### src/rtl/mem_arb_pkg.sv
// Shared types and constants for the unified instruction/data memory arbiter.
package mem_arb_pkg;

    typedef enum logic [1:0] {
        OWN_NONE  = 2'd0,
        OWN_IF_RD = 2'd1,
        OWN_D_RD  = 2'd2
    } owner_t;

    localparam logic [3:0] BE_FULL              = 4'hF;
    localparam int         STARVE_LIMIT_DEFAULT = 4;

endpackage

### src/rtl/unified_mem_arbiter_if.sv
// Fetch port, load/store port and memory port of the unified memory arbiter.
// The slave modport is the arbiter side; master is the requester/memory side.
interface unified_mem_arbiter_if #(
    parameter int ADDR_W = 12
);
    logic              if_req;
    logic [31:0]       if_addr;
    logic              if_gnt;
    logic              if_rvalid;
    logic [31:0]       if_rdata;

    logic              d_req;
    logic              d_we;
    logic [31:0]       d_addr;
    logic [31:0]       d_wdata;
    logic [3:0]        d_be;
    logic              d_gnt;
    logic              d_rvalid;
    logic [31:0]       d_rdata;

    logic              mem_en;
    logic              mem_we;
    logic [ADDR_W-1:0] mem_addr;
    logic [31:0]       mem_wdata;
    logic [3:0]        mem_be;
    logic [31:0]       mem_rdata;

    modport slave (
        input  if_req, if_addr, d_req, d_we, d_addr, d_wdata, d_be, mem_rdata,
        output if_gnt, if_rvalid, if_rdata, d_gnt, d_rvalid, d_rdata,
               mem_en, mem_we, mem_addr, mem_wdata, mem_be
    );

    modport master (
        output if_req, if_addr, d_req, d_we, d_addr, d_wdata, d_be, mem_rdata,
        input  if_gnt, if_rvalid, if_rdata, d_gnt, d_rvalid, d_rdata,
               mem_en, mem_we, mem_addr, mem_wdata, mem_be
    );

endinterface

### src/rtl/mem_arb_starve_ctr.sv
// Saturating count of data grants taken while fetch is waiting; force_if
// flags that fetch must win the next conflict.
module mem_arb_starve_ctr
    import mem_arb_pkg::*;
#(
    parameter int STARVE_LIMIT = STARVE_LIMIT_DEFAULT,
    parameter int CNT_W        = 3
) (
    input  logic clk,
    input  logic rst,
    input  logic if_req,
    input  logic if_gnt,
    input  logic d_gnt,
    output logic force_if
);

    localparam logic [CNT_W-1:0] LIMIT = CNT_W'(STARVE_LIMIT);

    logic [CNT_W-1:0] starve_cnt;

    always_ff @(posedge clk) begin
        if (rst) begin
            starve_cnt <= '0;
        end else if (if_gnt || !if_req) begin
            starve_cnt <= '0;
        end else if (d_gnt && (starve_cnt != LIMIT)) begin
            starve_cnt <= starve_cnt + CNT_W'(1);
        end
    end

    assign force_if = (starve_cnt == LIMIT);

endmodule

### src/rtl/unified_mem_arbiter.sv
// Single-ported memory arbiter: data wins conflicts, fetch is forced after
// STARVE_LIMIT data grants. Optional perf counters under MEM_ARB_PERF_EN.
module unified_mem_arbiter
    import mem_arb_pkg::*;
#(
    parameter int ADDR_W       = 12,
    parameter int STARVE_LIMIT = STARVE_LIMIT_DEFAULT,
    parameter int CNT_W        = 3
) (
    input  logic                   clk,
    input  logic                   rst,
    unified_mem_arbiter_if.slave   bus
`ifdef MEM_ARB_PERF_EN
    ,
    output logic [31:0]            perf_if_gnt,
    output logic [31:0]            perf_d_gnt,
    output logic [31:0]            perf_conflict
`endif
);

    logic   force_if;
    logic   if_gnt_c;
    logic   d_gnt_c;
    owner_t owner_q;
    owner_t owner_nxt;

    mem_arb_starve_ctr #(
        .STARVE_LIMIT (STARVE_LIMIT),
        .CNT_W        (CNT_W)
    ) u_starve (
        .clk      (clk),
        .rst      (rst),
        .if_req   (bus.if_req),
        .if_gnt   (if_gnt_c),
        .d_gnt    (d_gnt_c),
        .force_if (force_if)
    );

    always_comb begin
        if_gnt_c = 1'b0;
        d_gnt_c  = 1'b0;
        if (!rst) begin
            if (bus.if_req && bus.d_req) begin
                if (force_if) if_gnt_c = 1'b1;
                else          d_gnt_c  = 1'b1;
            end else if (bus.if_req) begin
                if_gnt_c = 1'b1;
            end else if (bus.d_req) begin
                d_gnt_c = 1'b1;
            end
        end
    end

    // Owner of the access whose read data returns on the next cycle.
    always_comb begin
        owner_nxt = OWN_NONE;
        if (if_gnt_c)                   owner_nxt = OWN_IF_RD;
        else if (d_gnt_c && !bus.d_we)  owner_nxt = OWN_D_RD;
    end

    always_ff @(posedge clk) begin
        if (rst) owner_q <= OWN_NONE;
        else     owner_q <= owner_nxt;
    end

    assign bus.if_gnt    = if_gnt_c;
    assign bus.d_gnt     = d_gnt_c;
    assign bus.mem_en    = if_gnt_c | d_gnt_c;
    assign bus.mem_we    = d_gnt_c & bus.d_we;
    assign bus.mem_addr  = if_gnt_c ? bus.if_addr[ADDR_W+1:2] : bus.d_addr[ADDR_W+1:2];
    assign bus.mem_be    = if_gnt_c ? BE_FULL : bus.d_be;
    assign bus.mem_wdata = bus.d_wdata;

    // Gating with rst drops a return that was in flight when reset hit.
    assign bus.if_rvalid = (owner_q == OWN_IF_RD) && !rst;
    assign bus.d_rvalid  = (owner_q == OWN_D_RD)  && !rst;
    assign bus.if_rdata  = bus.mem_rdata;
    assign bus.d_rdata   = bus.mem_rdata;

    logic unused_addr_bits;
    assign unused_addr_bits = ^{bus.if_addr[31:ADDR_W+2], bus.if_addr[1:0],
                                bus.d_addr[31:ADDR_W+2],  bus.d_addr[1:0]};

`ifdef MEM_ARB_PERF_EN
    always_ff @(posedge clk) begin
        if (rst) begin
            perf_if_gnt   <= '0;
            perf_d_gnt    <= '0;
            perf_conflict <= '0;
        end else begin
            if (if_gnt_c)                 perf_if_gnt   <= perf_if_gnt + 32'd1;
            if (d_gnt_c)                  perf_d_gnt    <= perf_d_gnt + 32'd1;
            if (bus.if_req && bus.d_req)  perf_conflict <= perf_conflict + 32'd1;
        end
    end
`endif

endmodule

### src/flat_wrapper.sv
// flat-port wrapper written by rule: the top's interface ports become plain ports
module unified_mem_arbiter_flat import mem_arb_pkg::*;
#(
    parameter int ADDR_W       = 12,
    parameter int STARVE_LIMIT = STARVE_LIMIT_DEFAULT,
    parameter int CNT_W        = 3
)
  (clk, rst, bus_if_req, bus_if_addr, bus_d_req, bus_d_we, bus_d_addr, bus_d_wdata, bus_d_be, bus_mem_rdata, bus_if_gnt, bus_if_rvalid, bus_if_rdata, bus_d_gnt, bus_d_rvalid, bus_d_rdata, bus_mem_en, bus_mem_we, bus_mem_addr, bus_mem_wdata, bus_mem_be);
  unified_mem_arbiter_if #(.ADDR_W(ADDR_W)) bus_i ();
  input  logic clk;
  input  logic rst;
  input wire logic [$bits(bus_i.if_req)-1:0] bus_if_req;
  input wire logic [$bits(bus_i.if_addr)-1:0] bus_if_addr;
  input wire logic [$bits(bus_i.d_req)-1:0] bus_d_req;
  input wire logic [$bits(bus_i.d_we)-1:0] bus_d_we;
  input wire logic [$bits(bus_i.d_addr)-1:0] bus_d_addr;
  input wire logic [$bits(bus_i.d_wdata)-1:0] bus_d_wdata;
  input wire logic [$bits(bus_i.d_be)-1:0] bus_d_be;
  input wire logic [$bits(bus_i.mem_rdata)-1:0] bus_mem_rdata;
  output wire logic [$bits(bus_i.if_gnt)-1:0] bus_if_gnt;
  output wire logic [$bits(bus_i.if_rvalid)-1:0] bus_if_rvalid;
  output wire logic [$bits(bus_i.if_rdata)-1:0] bus_if_rdata;
  output wire logic [$bits(bus_i.d_gnt)-1:0] bus_d_gnt;
  output wire logic [$bits(bus_i.d_rvalid)-1:0] bus_d_rvalid;
  output wire logic [$bits(bus_i.d_rdata)-1:0] bus_d_rdata;
  output wire logic [$bits(bus_i.mem_en)-1:0] bus_mem_en;
  output wire logic [$bits(bus_i.mem_we)-1:0] bus_mem_we;
  output wire logic [$bits(bus_i.mem_addr)-1:0] bus_mem_addr;
  output wire logic [$bits(bus_i.mem_wdata)-1:0] bus_mem_wdata;
  output wire logic [$bits(bus_i.mem_be)-1:0] bus_mem_be;
  assign bus_i.if_req = bus_if_req;
  assign bus_i.if_addr = bus_if_addr;
  assign bus_i.d_req = bus_d_req;
  assign bus_i.d_we = bus_d_we;
  assign bus_i.d_addr = bus_d_addr;
  assign bus_i.d_wdata = bus_d_wdata;
  assign bus_i.d_be = bus_d_be;
  assign bus_i.mem_rdata = bus_mem_rdata;
  assign bus_if_gnt = bus_i.if_gnt;
  assign bus_if_rvalid = bus_i.if_rvalid;
  assign bus_if_rdata = bus_i.if_rdata;
  assign bus_d_gnt = bus_i.d_gnt;
  assign bus_d_rvalid = bus_i.d_rvalid;
  assign bus_d_rdata = bus_i.d_rdata;
  assign bus_mem_en = bus_i.mem_en;
  assign bus_mem_we = bus_i.mem_we;
  assign bus_mem_addr = bus_i.mem_addr;
  assign bus_mem_wdata = bus_i.mem_wdata;
  assign bus_mem_be = bus_i.mem_be;
  unified_mem_arbiter #(.ADDR_W(ADDR_W), .STARVE_LIMIT(STARVE_LIMIT), .CNT_W(CNT_W)) u_core (.clk(clk), .rst(rst), .bus(bus_i));
endmodule
### config.mk
export PLATFORM = sky130hd
export DESIGN_NAME = unified_mem_arbiter_flat
export DESIGN_NICKNAME = d
export VERILOG_FILES = /design/src/rtl/mem_arb_pkg.sv /design/src/rtl/unified_mem_arbiter_if.sv /design/src/rtl/mem_arb_starve_ctr.sv /design/src/rtl/unified_mem_arbiter.sv /design/src/flat_wrapper.sv
export SDC_FILE = /design/constraint.sdc
export NUM_CORES = 1
export LEC_CHECK = 0
export CAP_MARGIN = 25
export CORE_AREA = 2 2 99 101
export DETAILED_ROUTE_END_ITERATION = 10
export DIE_AREA = 0 0 101 103
export PLACE_DENSITY = 0.68
export SYNTH_ARGS = -nofsm -noshare
export SYNTH_HDL_FRONTEND = slang
export SYNTH_HIERARCHICAL = 1
export SYNTH_SLANG_ARGS = --single-unit
### constraint.sdc
create_clock -name clk -period 1.7 [get_ports clk]
set_input_delay 0.17 -clock clk [delete_from_list [all_inputs] [get_ports clk]]
set_output_delay 0.17 -clock clk [all_outputs]
set_load 0.01 [all_outputs]
# == After elaboration in Yosys (flattened, before gate mapping) ==
# Cells that the tools add are included.
# word_totals
input_bits,137
reg_bits,5
wordCells,34
output_inout_bits,118
# op_classes
n_mux,13
eq_ne,4
reduce_logical,11
bitwise_logic,2
addsub,1
# ops
cell,count
two-way mux 12 bit,1
two-way mux 1 bit,10
logical AND 1 bit,5
two-way mux 4 bit,1
OR reduction 2 bit,2
"adder 3 x 1 -> 3 bit, second input constant",1
"== test 3 bit, second input constant",1
zero test 1 bit,3
"!= test 3 bit, second input constant",1
"== test 2 x 1 -> 1 bit, second input constant",1
"== test 2 bit, second input constant",1
two-way mux 2 bit,1
bitwise AND 1 bit,1
logical OR 1 bit,1
bitwise OR 1 bit,1

# == Logic depth before layout (Yosys ltp) ==
# Gate-level depths: netlist (run 1).
# logic_depth
word_depth,7
ltp_mapped,8
ltp_nobuf,7

# == Hierarchy ==
# The synthesis (run 1) kept the hierarchy.
# modules_own_cells
mod,cells_per_inst,seq_area_each_um2,area_per_inst_um2,n_inst
unified_mem_arbiter,127,40.0,1026.0,1
mem_arb_starve_ctr,19,60.1,206.4,1

# == Worst setup path before layout (run 1) ==
# Ideal clock, no wire load.
# synth_path
kind,reg-to-reg
start,register u_core.u_starve.starve_cnt[0]
end,register u_core.u_starve.starve_cnt[0]
required_time_ns,1.579
setup_time_ns,0.121
period_less_slack_ns,2.061
arrival_time_ns,1.941
path_stages_with_launch,7
slack_ns,-0.361
path_cell_list,dfxtp_1 > inv_1 > ha_1 > and2_1 > a211oi_1 > a21boi_2 > mux2_2
# synth_via
elab_cells_between_ends,12
# synth_lines
item,line_no,text
start: declaration,mem_arb_starve_ctr.sv:19,logic [CNT_W-1:0] starve_cnt;
start signal: assignment,mem_arb_starve_ctr.sv:27,starve_cnt <= starve_cnt + CNT_W'(1);
== test 3 bit,mem_arb_starve_ctr.sv:31,assign force_if = (starve_cnt == LIMIT);
net u_core.force_if,unified_mem_arbiter.sv:21,logic force_if;
two-way mux 1 bit,unified_mem_arbiter.sv:44,if (force_if) if_gnt_c = 1'b1;
two-way mux 1 bit,unified_mem_arbiter.sv:43,if (bus.if_req && bus.d_req) begin
two-way mux 1 bit,unified_mem_arbiter.sv:42,if (!rst) begin
net bus_d_gnt,flat_wrapper.sv:23,output wire logic [$bits(bus_i.d_gnt)-1:0] bus_d_gnt;
logical AND 1 bit,mem_arb_starve_ctr.sv:26,end else if (d_gnt && (starve_cnt != LIMIT)) begin
# The timed path passes the listed nets, and every way through them passes these cells.
# A chain may end at the register's enable or synchronous reset.

# == Worst setup path after layout (run 1) ==
# layout_path
start,register u_core.u_starve.starve_cnt[1]
end,output port bus_mem_addr[1]
# layout_via
elab_chain_len,5
# layout_lines
item,line_no,text
== test 3 bit,mem_arb_starve_ctr.sv:31,
net u_core.force_if,unified_mem_arbiter.sv:21,
two-way mux 1 bit,unified_mem_arbiter.sv:44,
two-way mux 1 bit,unified_mem_arbiter.sv:43,
two-way mux 1 bit,unified_mem_arbiter.sv:42,
two-way mux 12 bit,unified_mem_arbiter.sv:70,assign bus.mem_addr = if_gnt_c ? bus.if_addr[ADDR_W+1:2] : bus.d_addr[ADDR_W+1:2];
end: declaration,flat_wrapper.sv:28,output wire logic [$bits(bus_i.mem_addr)-1:0] bus_mem_addr;
# The timed path passes the listed nets, and every way through them passes these cells.

==> reports/qor.txt, run 1 <==
========================================================================================================
Result of the run                                                                           finished, violations left
Violated checks                                                                             negative setup slack
Hold Buf Count CTS                                                                                     0
Deepest level of the CTS H-tree                                                                        1
Leakage Power                                                                                   0.689 nW
Skew final                                                                                      0.187 ps
Count of warnings emitted by yosys                                                                     6
Hold path depth                                                                                        0
Final number of hold-violating endpoints                                                               0
Number of routed nets with antenna violations                                                          0
Final setup viols                                                                                     18
Average cell area after synthesis                                                             8.44 sq um
Final Max Tran Viols                                                                                   0
IO Pins                                                                                              255
Launch point of the critical path                                                           u_core/u_starve/starve_cnt[1]
Fraction of final layout cells with drive strength greater than 1                                  0.550
Number of buffers on the longest clock path                                                            2
Setup CP Type                                                                                    reg2out
Fmax                                                                                             520 MHz
Worst EP required                                                                                1530 ps
Highest-count cells in the layout ignoring fill and taps                                    clkdlybuf4s50_1 (31), buf_6 (20), buf_4 (13)
Layout net count                                                                                     269
Number of buffers added on ports                                                                      54
Clock sink count                                                                                       5
Total global routing track utilization                                                            0.0517
Synthesis-to-layout area growth                                                                    23.6%
Slew at the pin closest to its max-slew limit                                                     209 ps
Largest net degree at the start of global routing                                                      9
Sequential cell area fraction in the yosys report                                                 0.0812
Antenna diode count                                                                                    0
Detailed-route DRC error count                                                                         0
Number of distinct library cells after synthesis                                                      21
Count of state elements after synthesis                                                                5
Post-CTS clock slew at the launch and capture registers of the worst setup and hold paths          40 ps
Slew margin rel.                                                                                   0.860
Worst hold slack across all endpoints                                                             340 ps
Signal arrival time at the worst endpoint                                                        1750 ps
DR iter-0 viols                                                                                        3
RSZ-0062 raised after global routing                                                                 yes
Vertical extent of the die                                                                        103 um
Effective utilization at floorplan                                                                 0.130
Worst Slack Setup Final                                                                          -223 ps
Depth of the worst register-to-register path                                                          11
First-pass GRT wire length                                                                       4040 um
Drt via density                                                                                     3.08
Num rows                                                                                              36
Internal reg-to-reg setup slack                                                                  -140 ps
End of the worst register-to-register path                                                  u_core/u_starve/starve_cnt[0]
Crit Path Max Fanout                                                                                   8
Fin crit period                                                                                  1920 ps
Clk Latency, worst-skew pair                                                                      220 ps
Syn nets                                                                                             285
Core region area                                                                              9460 sq um
CTS tree                                                                                             yes
Hold Crit Class                                                                                   in2out
Vias                                                                                                 748
Most common library cell in the layout ignoring fill and taps                               clkdlybuf4s50_1
Die outline width                                                                                 101 um
Pwr per Cell Area                                                                            412 nW/um^2
Critical-path cell with the highest stage delay                                                  dfxtp_2
Cell count after synthesis                                                                           146
Weighted congestion reported at the end of routability-driven placement                            0.774
Number of iterations in the first detailed-routing pass                                                2
Start point of the worst hold path                                                          bus_d_wdata[10]
Cells traversed along the worst timing path                                                 inv_2, ha_4, and2_4, o211ai_4, buf_12, buf_8, mux2_4, buf_6
Final clock period utilization by the worst path                                                    1.13
Layout Cells excl Fill                                                                               243
Number of max-capacitance violations reported                                                          0
Placed Instances                                                                                     232
Via count of the first global-routing pass                                                           818
Critical Path Max Stage Delay                                                                     320 ps
Hold endpoint                                                                               bus_mem_wdata[10]
R2R Path Start                                                                              u_core/u_starve/starve_cnt[1]
Number of antenna violations at the first check in global routing                                      1
Library cell used as clock root buffer                                                          clkbuf_8
CP endpoint kind                                                                             output port
Final Routed Wirelength                                                                          2810 um
Routed WL per cell                                                                               11.5 um
Number of clock buffers inserted by TritonCTS                                                          3
Synthesized cell area                                                                         1230 sq um
Total half-perimeter wirelength after legalization and detailed placement                        2330 um
Maximum vdd drop                                                                                0.169 mV
GRT overflow                                                                                           0
Critical path startpoint category                                                               register
Die area                                                                                    10,400 sq um
========================================================================================================
-- state kept, by name, indices dropped and copies added (netlist names) --
register,count
u_core/u_starve/starve_cnt,3
u_core/owner_q,2
-- cells in the mapped netlist --
cell / number / area share
mux2_4: 4 / 0.049
inv_1: 5 / 0.015
nor2b_1: 1 / 0.0051
nor4b_1: 1 / 0.0071
a21boi_2: 1 / 0.0091
buf_6: 1 / 0.0091
and4b_1: 1 / 0.0081
nor4_1: 1 / 0.0051
nor2_1: 2 / 0.0061
nand2b_1: 5 / 0.025
o211ai_4: 1 / 0.017
buf_4: 96 / 0.58
dfxtp_1: 5 / 0.081
a21oi_1: 1 / 0.0041
and4bb_1: 3 / 0.030
inv_2: 1 / 0.0030
and2_1: 2 / 0.010
ha_1: 2 / 0.020
mux2_2: 10 / 0.091
a211oi_1: 1 / 0.0061
nor3b_1: 2 / 0.012
-- cells by family after synthesis --
logic type                 Yosys count  synth area share
muxes                               14             0.140
buffers and inverters              103             0.612
and+or+nand+nor                     18             0.110
AOI/OAI and AO/OA                    4            0.0365
adders and majority gates            2            0.0203
DFF                                  5            0.0812
-- critical path: cells and delay by family (launching register included) --
kind                     cells  cell delay, ps
buffers and inverters        4             420
adder cells (fa/ha/maj)      1             150
multiplexers                 1             300
AND/OR/NAND/NOR              1             150
AO/OA/AOI/OAI                1             170
flip-flops                   1             320
-- power breakdown --
| group | switching, mW | internal [mW] | total [mW] |
|---|---|---|---|
| clock network | 0.0624 | 0.161 | 0.224 |
| registers | 0.00149 | 0.121 | 0.123 |
| logic | 0.0903 | 0.190 | 0.281 |
-- layout make-up --
type                       instances  area (sq um)
fill                            1068          7940
timing repair buffer              76           752
multi-input combinational         38           455
tap                              114           143
sequential                         5           103
clock buffer                       4          45.0
inverter                           6          25.0
-- through the flow --
step	total power, mW	setup slack [ps]	util	TNS, ps	cell area, sq um
after global placement	0.381	-366	0.144	-6730	1360
final	0.627	-223	0.161	-2840	1520
after CTS	0.636	-263	0.159	-3740	1510
after detailed placement	0.383	-393	0.144	-7000	1360
after floorplan	0.439	-21.1	-	-42.2	1280
after global routing	0.669	-287	0.161	-4280	1520
-- worst max-delay path by stage --
stage	end	slack, ps	cells past startpoint
after detailed placement	bus_mem_addr[1]	-390	6
after CTS	bus_mem_addr[1]	-260	8
final	bus_mem_addr[1]	-220	8
after global placement	bus_mem_addr[11]	-370	6
after floorplan	u_core/u_starve/starve_cnt[0]	-20	6
after global routing	bus_mem_addr[1]	-290	8
-- repair_timing --
action | CTS | global route
resized for setup | 110 | 3
setup endpoints to repair | 25 | 23
hold endpoints to repair | 0 | 0
pin swaps | 5 | 3
buffers inserted | 7 | 2
-- layer usage --
layer | global-route usage | up-vias | part of all wire
met1 | 0.0472 | 316 | 0.29
li1 | - | 338 | -
met4 | 0.0541 | 0 | 0.085
met3 | 0.0169 | 41 | 0.11
met2 | 0.0882 | 53 | 0.52
met5 | 0 | - | 0
Power figures use the tool's default switching activity.
==> inputs of run 2 (changes only) <==
--- a/config.mk
+++ b/config.mk
@@ -5,6 +5,7 @@
 export SDC_FILE = /design/constraint.sdc
 export NUM_CORES = 1
 export LEC_CHECK = 0
+export ABC_AREA = 0
 export CAP_MARGIN = 25
 export CORE_AREA = 2 2 99 101
 export DETAILED_ROUTE_END_ITERATION = 10
==> results of run 2 <==
The final DEF is identical to that of run 1; final timing and power are the same.
